==> src/rtl/alu_pkg.sv <==
// ============================================================================
//  alu_pkg : shared opcode, condition, state and NZCV constants for ALU issue
//  Rev 1.0 : initial release
// ============================================================================
`default_nettype none

package alu_pkg;

   localparam logic [3:0] OP_ADD = 4'b0000;
   localparam logic [3:0] OP_MUL = 4'b0010;
   localparam logic [3:0] OP_CMP = 4'b1000;
   localparam logic [3:0] OP_NOP = 4'b1111;

   localparam logic [3:0] COND_EQ = 4'b0000;
   localparam logic [3:0] COND_NE = 4'b0001;
   localparam logic [3:0] COND_CS = 4'b0010;
   localparam logic [3:0] COND_CC = 4'b0011;
   localparam logic [3:0] COND_MI = 4'b0100;
   localparam logic [3:0] COND_PL = 4'b0101;
   localparam logic [3:0] COND_VS = 4'b0110;
   localparam logic [3:0] COND_VC = 4'b0111;
   localparam logic [3:0] COND_HI = 4'b1000;
   localparam logic [3:0] COND_LS = 4'b1001;
   localparam logic [3:0] COND_GE = 4'b1010;
   localparam logic [3:0] COND_LT = 4'b1011;
   localparam logic [3:0] COND_GT = 4'b1100;
   localparam logic [3:0] COND_LE = 4'b1101;
   localparam logic [3:0] COND_AL = 4'b1110;
   localparam logic [3:0] COND_NV = 4'b1111;

   localparam logic [1:0] ST_IDLE = 2'd0;
   localparam logic [1:0] ST_EXEC = 2'd1;
   localparam logic [1:0] ST_WB   = 2'd2;
   localparam logic [1:0] ST_SKIP = 2'd3;

   localparam int FLAG_N = 3;
   localparam int FLAG_Z = 2;
   localparam int FLAG_C = 1;
   localparam int FLAG_V = 0;

endpackage

`default_nettype wire

==> src/rtl/alu_cond_eval.sv <==
// ============================================================================
//  alu_cond_eval : evaluates a 4-bit condition code against {N,Z,C,V}
//  Rev 1.0 : initial release
// ============================================================================
`default_nettype none

module alu_cond_eval
   import alu_pkg::*;
(
   input  logic [3:0] cond,
   input  logic [3:0] nzcv,
   output logic       pass
);

   logic w_n, w_z, w_c, w_v;

   assign w_n = nzcv[FLAG_N];
   assign w_z = nzcv[FLAG_Z];
   assign w_c = nzcv[FLAG_C];
   assign w_v = nzcv[FLAG_V];

   always_comb begin
      pass = 1'b1;
      case (cond)
         COND_EQ: pass = w_z;
         COND_NE: pass = ~w_z;
         COND_CS: pass = w_c;
         COND_CC: pass = ~w_c;
         COND_MI: pass = w_n;
         COND_PL: pass = ~w_n;
         COND_VS: pass = w_v;
         COND_VC: pass = ~w_v;
         COND_HI: pass = w_c & ~w_z;
         COND_LS: pass = ~w_c | w_z;
         COND_GE: pass = (w_n == w_v);
         COND_LT: pass = (w_n != w_v);
         COND_GT: pass = ~w_z & (w_n == w_v);
         COND_LE: pass = w_z | (w_n != w_v);
         default: pass = 1'b1;
      endcase
   end

endmodule

`default_nettype wire

==> src/rtl/alu_issue_ctrl.sv <==
// ============================================================================
//  alu_issue_ctrl : single-issue sequencer for the shared ALU, NZCV and writeback
//  Rev 1.0 : initial release
// ============================================================================
`default_nettype none

module alu_issue_ctrl
   import alu_pkg::*;
#(
   parameter int DATA_W    = 32,
   parameter int MUL_LAT   = 3,
   parameter int OTHER_LAT = 1
) (
   input  logic              clk,
   input  logic              reset,
   input  logic              in_valid,
   output logic              in_ready,
   input  logic [3:0]        in_opcode,
   input  logic              in_s_bit,
   input  logic [3:0]        in_cond,
   input  logic [DATA_W-1:0] in_a,
   input  logic [DATA_W-1:0] in_b,
   input  logic [3:0]        in_rd,
   output logic [3:0]        alu_op,
   output logic              alu_s_bit,
   output logic [DATA_W-1:0] alu_a,
   output logic [DATA_W-1:0] alu_b,
   input  logic [DATA_W-1:0] alu_result,
   input  logic [3:0]        alu_flags,
   input  logic              flags_wr_en,
   input  logic [3:0]        flags_wr_data,
   output logic [3:0]        flags_q,
   output logic              wb_valid,
   output logic [3:0]        wb_rd,
   output logic [DATA_W-1:0] wb_data,
   output logic              skip_pulse
);

   localparam int c_max_lat = (MUL_LAT > OTHER_LAT) ? MUL_LAT : OTHER_LAT;
   localparam int c_cnt_w   = $clog2(c_max_lat + 1);
   localparam logic [c_cnt_w-1:0] c_mul_cnt   = c_cnt_w'(MUL_LAT);
   localparam logic [c_cnt_w-1:0] c_other_cnt = c_cnt_w'(OTHER_LAT);
   localparam logic [c_cnt_w-1:0] c_cnt_one   = c_cnt_w'(1);

   logic [1:0]         r_state;
   logic [c_cnt_w-1:0] r_cnt;
   logic [3:0]         r_op;
   logic               r_s;
   logic [DATA_W-1:0]  r_a;
   logic [DATA_W-1:0]  r_b;
   logic [3:0]         r_rd;
   logic [3:0]         r_flags;
   logic [3:0]         r_wb_rd;
   logic [DATA_W-1:0]  r_wb_data;

   logic w_pass;
   logic w_fire;
   logic w_last;
   logic w_no_wb;
   logic w_alu_upd;

   alu_cond_eval u_cond_eval (
      .cond (in_cond),
      .nzcv (r_flags),
      .pass (w_pass)
   );

   assign w_fire    = in_valid & in_ready;
   assign w_last    = (r_state == ST_EXEC) && (r_cnt == c_cnt_one);
   assign w_no_wb   = (r_op == OP_CMP) || (r_op == OP_NOP);
   assign w_alu_upd = w_last & r_s & (r_op != OP_NOP);

   always_ff @(posedge clk) begin
      if (reset) begin
         r_state   <= ST_IDLE;
         r_cnt     <= '0;
         r_op      <= '0;
         r_s       <= 1'b0;
         r_a       <= '0;
         r_b       <= '0;
         r_rd      <= '0;
         r_wb_rd   <= '0;
         r_wb_data <= '0;
      end else begin
         case (r_state)
            ST_IDLE: begin
               if (w_fire) begin
                  r_op <= in_opcode;
                  r_s  <= in_s_bit;
                  r_a  <= in_a;
                  r_b  <= in_b;
                  r_rd <= in_rd;
                  if (w_pass) begin
                     r_state <= ST_EXEC;
                     r_cnt   <= (in_opcode == OP_MUL) ? c_mul_cnt : c_other_cnt;
                  end else begin
                     r_state <= ST_SKIP;
                  end
               end
            end
            ST_EXEC: begin
               // The counter parks at 1; the final EXEC cycle is the sample point.
               if (w_last) begin
                  if (w_no_wb) begin
                     r_state <= ST_IDLE;
                  end else begin
                     r_state   <= ST_WB;
                     r_wb_data <= alu_result;
                     r_wb_rd   <= r_rd;
                  end
               end else begin
                  r_cnt <= r_cnt - c_cnt_one;
               end
            end
            ST_WB:   r_state <= ST_IDLE;
            ST_SKIP: r_state <= ST_IDLE;
            default: r_state <= ST_IDLE;
         endcase
      end
   end

   // ALU flag update takes priority over an external load on the same edge.
   always_ff @(posedge clk) begin
      if (reset) begin
         r_flags <= 4'b0000;
      end else if (w_alu_upd) begin
         r_flags <= alu_flags;
      end else if (flags_wr_en) begin
         r_flags <= flags_wr_data;
      end
   end

   assign in_ready   = (r_state == ST_IDLE) & ~reset;
   assign alu_op     = r_op;
   assign alu_s_bit  = r_s;
   assign alu_a      = r_a;
   assign alu_b      = r_b;
   assign flags_q    = r_flags;
   assign wb_valid   = (r_state == ST_WB);
   assign wb_rd      = r_wb_rd;
   assign wb_data    = r_wb_data;
   assign skip_pulse = (r_state == ST_SKIP);

endmodule

`default_nettype wire

==> config.mk <==
export PLATFORM = sky130hd
export DESIGN_NAME = alu_issue_ctrl
export DESIGN_NICKNAME = d
export VERILOG_FILES = /design/src/rtl/alu_pkg.sv /design/src/rtl/alu_cond_eval.sv /design/src/rtl/alu_issue_ctrl.sv
export SDC_FILE = /design/constraint.sdc
export NUM_CORES = 1
export LEC_CHECK = 0
export BUFFER_PORTS_ARGS = -buffer_cell sky130_fd_sc_hd__buf_4
export CAP_MARGIN = 20
export CORE_MARGIN = 4
export CORE_UTILIZATION = 30
export DETAILED_ROUTE_END_ITERATION = 16
export PLACE_DENSITY = 0.62
export SKIP_CTS_REPAIR_TIMING = 1
export SYNTH_ARGS = -nofsm -noshare
export SYNTH_HDL_FRONTEND = slang
export SYNTH_HIERARCHICAL = 1
export SYNTH_SLANG_ARGS = --single-unit
==> constraint.sdc <==
create_clock -name clk -period 3.75 [get_ports clk]
set_input_delay 0.1875 -clock clk [delete_from_list [all_inputs] [get_ports clk]]
set_output_delay 0.1875 -clock clk [all_outputs]
set_load 0.005 [all_outputs]
==> results.cfg <==
[grt]
grt_usage_pct = 14.9
antenna_found_initial = 0
first_global_vias = 4128
grt_overflow = 0
grt_first_pass_wirelength_um = 21600
grt_start_max_net_pins = 148

[setup_path]
crit_cells = 4
cp_max_fo = 37
crit_path_cell_trace = nand3b_4, or3_1, buf_4, a31o_1
startpoint_type = flip-flop
endpoint_kind = flip-flop
regToRegSetupSlack_ns = 1.61
r2r_end = wb_rd[1]
cp_top_family = simple AND/OR/NAND/NOR gates
slowest_delay_ns = 0.59
path_class = flip-flop to flip-flop
worstPathRequired_ns = 4.04
reg2reg_from = r_state[0]
crit_path_top_delay_cell = dfxtp_1
crit_buf_inv = 1
critical_path_arrival_ns = 2.43
r2r_cells = 4

[final_layout]
fin_area_mm2 = 0.00774
final_core_util_pct = 50.3
final_cells = 1046
final_nets = 944
drive_above_1_share_pct = 32.7
area.growth.synth_to_final_pct = 62.6

[sta]
grt_setup_unrepaired = false
finalClockSkew_ns = 0.00610
period_needed_ns = 2.14
finalHoldViolations = 13
maxSlewViolCount = 0
relSlewSlack_pct = 59.6
post-route-period-util_pct = 57.0
tightest_slew_ns = 0.607
setup_ws_ns = 1.61
tns_ns = 0
holdWs_ns = -0.0206
max_freq_mhz = 468
finalSetupViolCount = 0

[synth]
synth_seq_cells = 117
synth_cells = 558
synth_edf_count = 0
synth_ff_type = dfxtp_1
synth_fp_nets = 680
ys_warn_count = 6
syn_area_per_cell_um2 = 8.53
syn_area_mm2 = 0.00476
synth_async_sr_flop_share_pct = 0
muxShareOfSynthArea_pct = 0.210
synth_top_family_by_area = simple AND/OR/NAND/NOR gates
synth-seq-area-share_pct = 49.2
synthAdderAreaFrac_pct = 0.263
synthSimpleGateAreaFrac_pct = 25.4
synth_xor_area_share_pct = 0.736
ys_types = 46
synth_compound_area_share_pct = 18.2

[routing]
firstDrtPassIters = 4
drt_iter0_markers = 239
routedWlPerCell_um = 14.0
drc = 0
viasPerCell = 4.56
vias = 4772
wl_um = 14600
ant_nets = 0

[floorplanning]
dieArea_mm2 = 0.0179
fp-row-count = 45
initial_utilization_pct = 30.9
dieWidth_um = 134
io_pins = 233
coreArea_mm2 = 0.0154
die_h_um = 134

[clock_network]
cts_buffers = 17
htreeDepth = 4
clk_pin_slew_ns = 0.05
worstSkewPairLatency_ns = 0.40
cts_tree = done
ctsLongestPathBuffers = 2
cts_sinks = 117
root_buffer = clkbuf_16

[pwr]
ir_drop_v = 0.000299
p_leak_nw = 3.34
p_per_area_mw_per_mm2 = 464
power.total_mw = 3.59

[placed_design]
place_ws_ns = 1.65
portBuffers = 232
place_hpwl_um = 9560
place_congestion = 0.738
dp.cells = 956
place_area_mm2 = 0.00658

[worst_hold_path]
min-delay-start = in_a[4]
hp-class = input port to flip-flop
hold_end = alu_a[4]
whs_path_depth = 3

[flow_run]
maxCapViolations = 0

[outcome]
violations = negative hold slack
outcome = finished with violations
cells by family (layout without fill, tap and decap cells):
group | count (synthesis) | in the layout
compound gates | 133 | 133
xor+xnor | 4 | 4
fa+ha+maj | 1 | 1
buf+inv | 58 | 334
flops | 117 | 117
mux | 1 | 1
other cells | 0 | 1
simple gates | 244 | 244
where the power goes:
group | switching [mW] | internal (mW)
logic | 0.257 | 0.332
clock network | 0.541 | 1.03
registers | 0.0689 | 1.36
how the worst max path moves through the flow:
stage                        endpoint       start  slack (ns)
after floorplan            r_state[1]  flags_q[3]        2.00
after global placement    wb_data[16]  r_state[0]        1.67
after detailed placement   wb_data[9]  r_state[0]        1.65
after CTS                  wb_data[9]  r_state[0]        1.64
after global routing       wb_data[9]  r_state[0]        1.44
final                        wb_rd[1]  r_state[0]        1.61
worst reg2reg max path, delay by kind of cell, from the launching register on:
family	cells	cell delay [ns]
AO/OA/AOI/OAI	1	0.27
buffers and inverters	1	0.26
flip-flops	1	0.59
AND/OR/NAND/NOR	2	0.91
routing by layer:
layer	share of wire, %	track usage (%)
met5	0	0
met4	1.1	4.29
met3	8.5	6.90
met2	48	22.7
met1	43	18.9
placed cells by master (no fill, tap or decap), types with 2 or more instances in the layout:
master and instances:
a31o_1 36, nand2_1 145, bufinv_16 3, a21oi_1 4, dlygate4sd3_1 58, clkinvlp_4 2, o21ai_0 65, nor2b_1 7
dfxtp_1 117, a311oi_1 4, nor3b_1 3, nor3_1 2, nand2b_1 38, clkinv_2 7, xnor2_1 4, nor4_1 36
buf_4 237, clkbuf_1 3, a221oi_1 4, inv_1 6, o21ai_1 9, clkbuf_16 17
sequential cells by signal, indices dropped and copies added, names as in the netlist, 4 cells and up:
register and count:
wb_data 32, flags_q 4, wb_rd 4, r_rd 4, alu_op 4, alu_a 32
alu_b 32
synthesized netlist by cell type, types with 6 or more instances:
cell type	n	area [um2]
nand2_1	145	544
nor4_1	36	225
o21ai_0	65	325
nand2b_1	38	238
buf_2	8	40.0
o21ai_1	9	45.0
nor2b_1	7	43.8
clkbuf_1	32	120
a31o_1	36	315
dfxtp_1	117	2340
inv_1	6	22.5
buf_4	6	45.0
cell type report:
class                           count  area (um2)
Fill cell                        1437        7630
Clock buffer                       20         437
Clock inverter                     11         135
Inverter                            7        27.5
Antenna cell                        1        2.50
Sequential cell                   117        2340
Timing Repair Buffer              296        2380
Tap cell                          211         264
Multi-Input combinational cell    383        2150
Note: power is estimated with default switching activity, not from simulation.
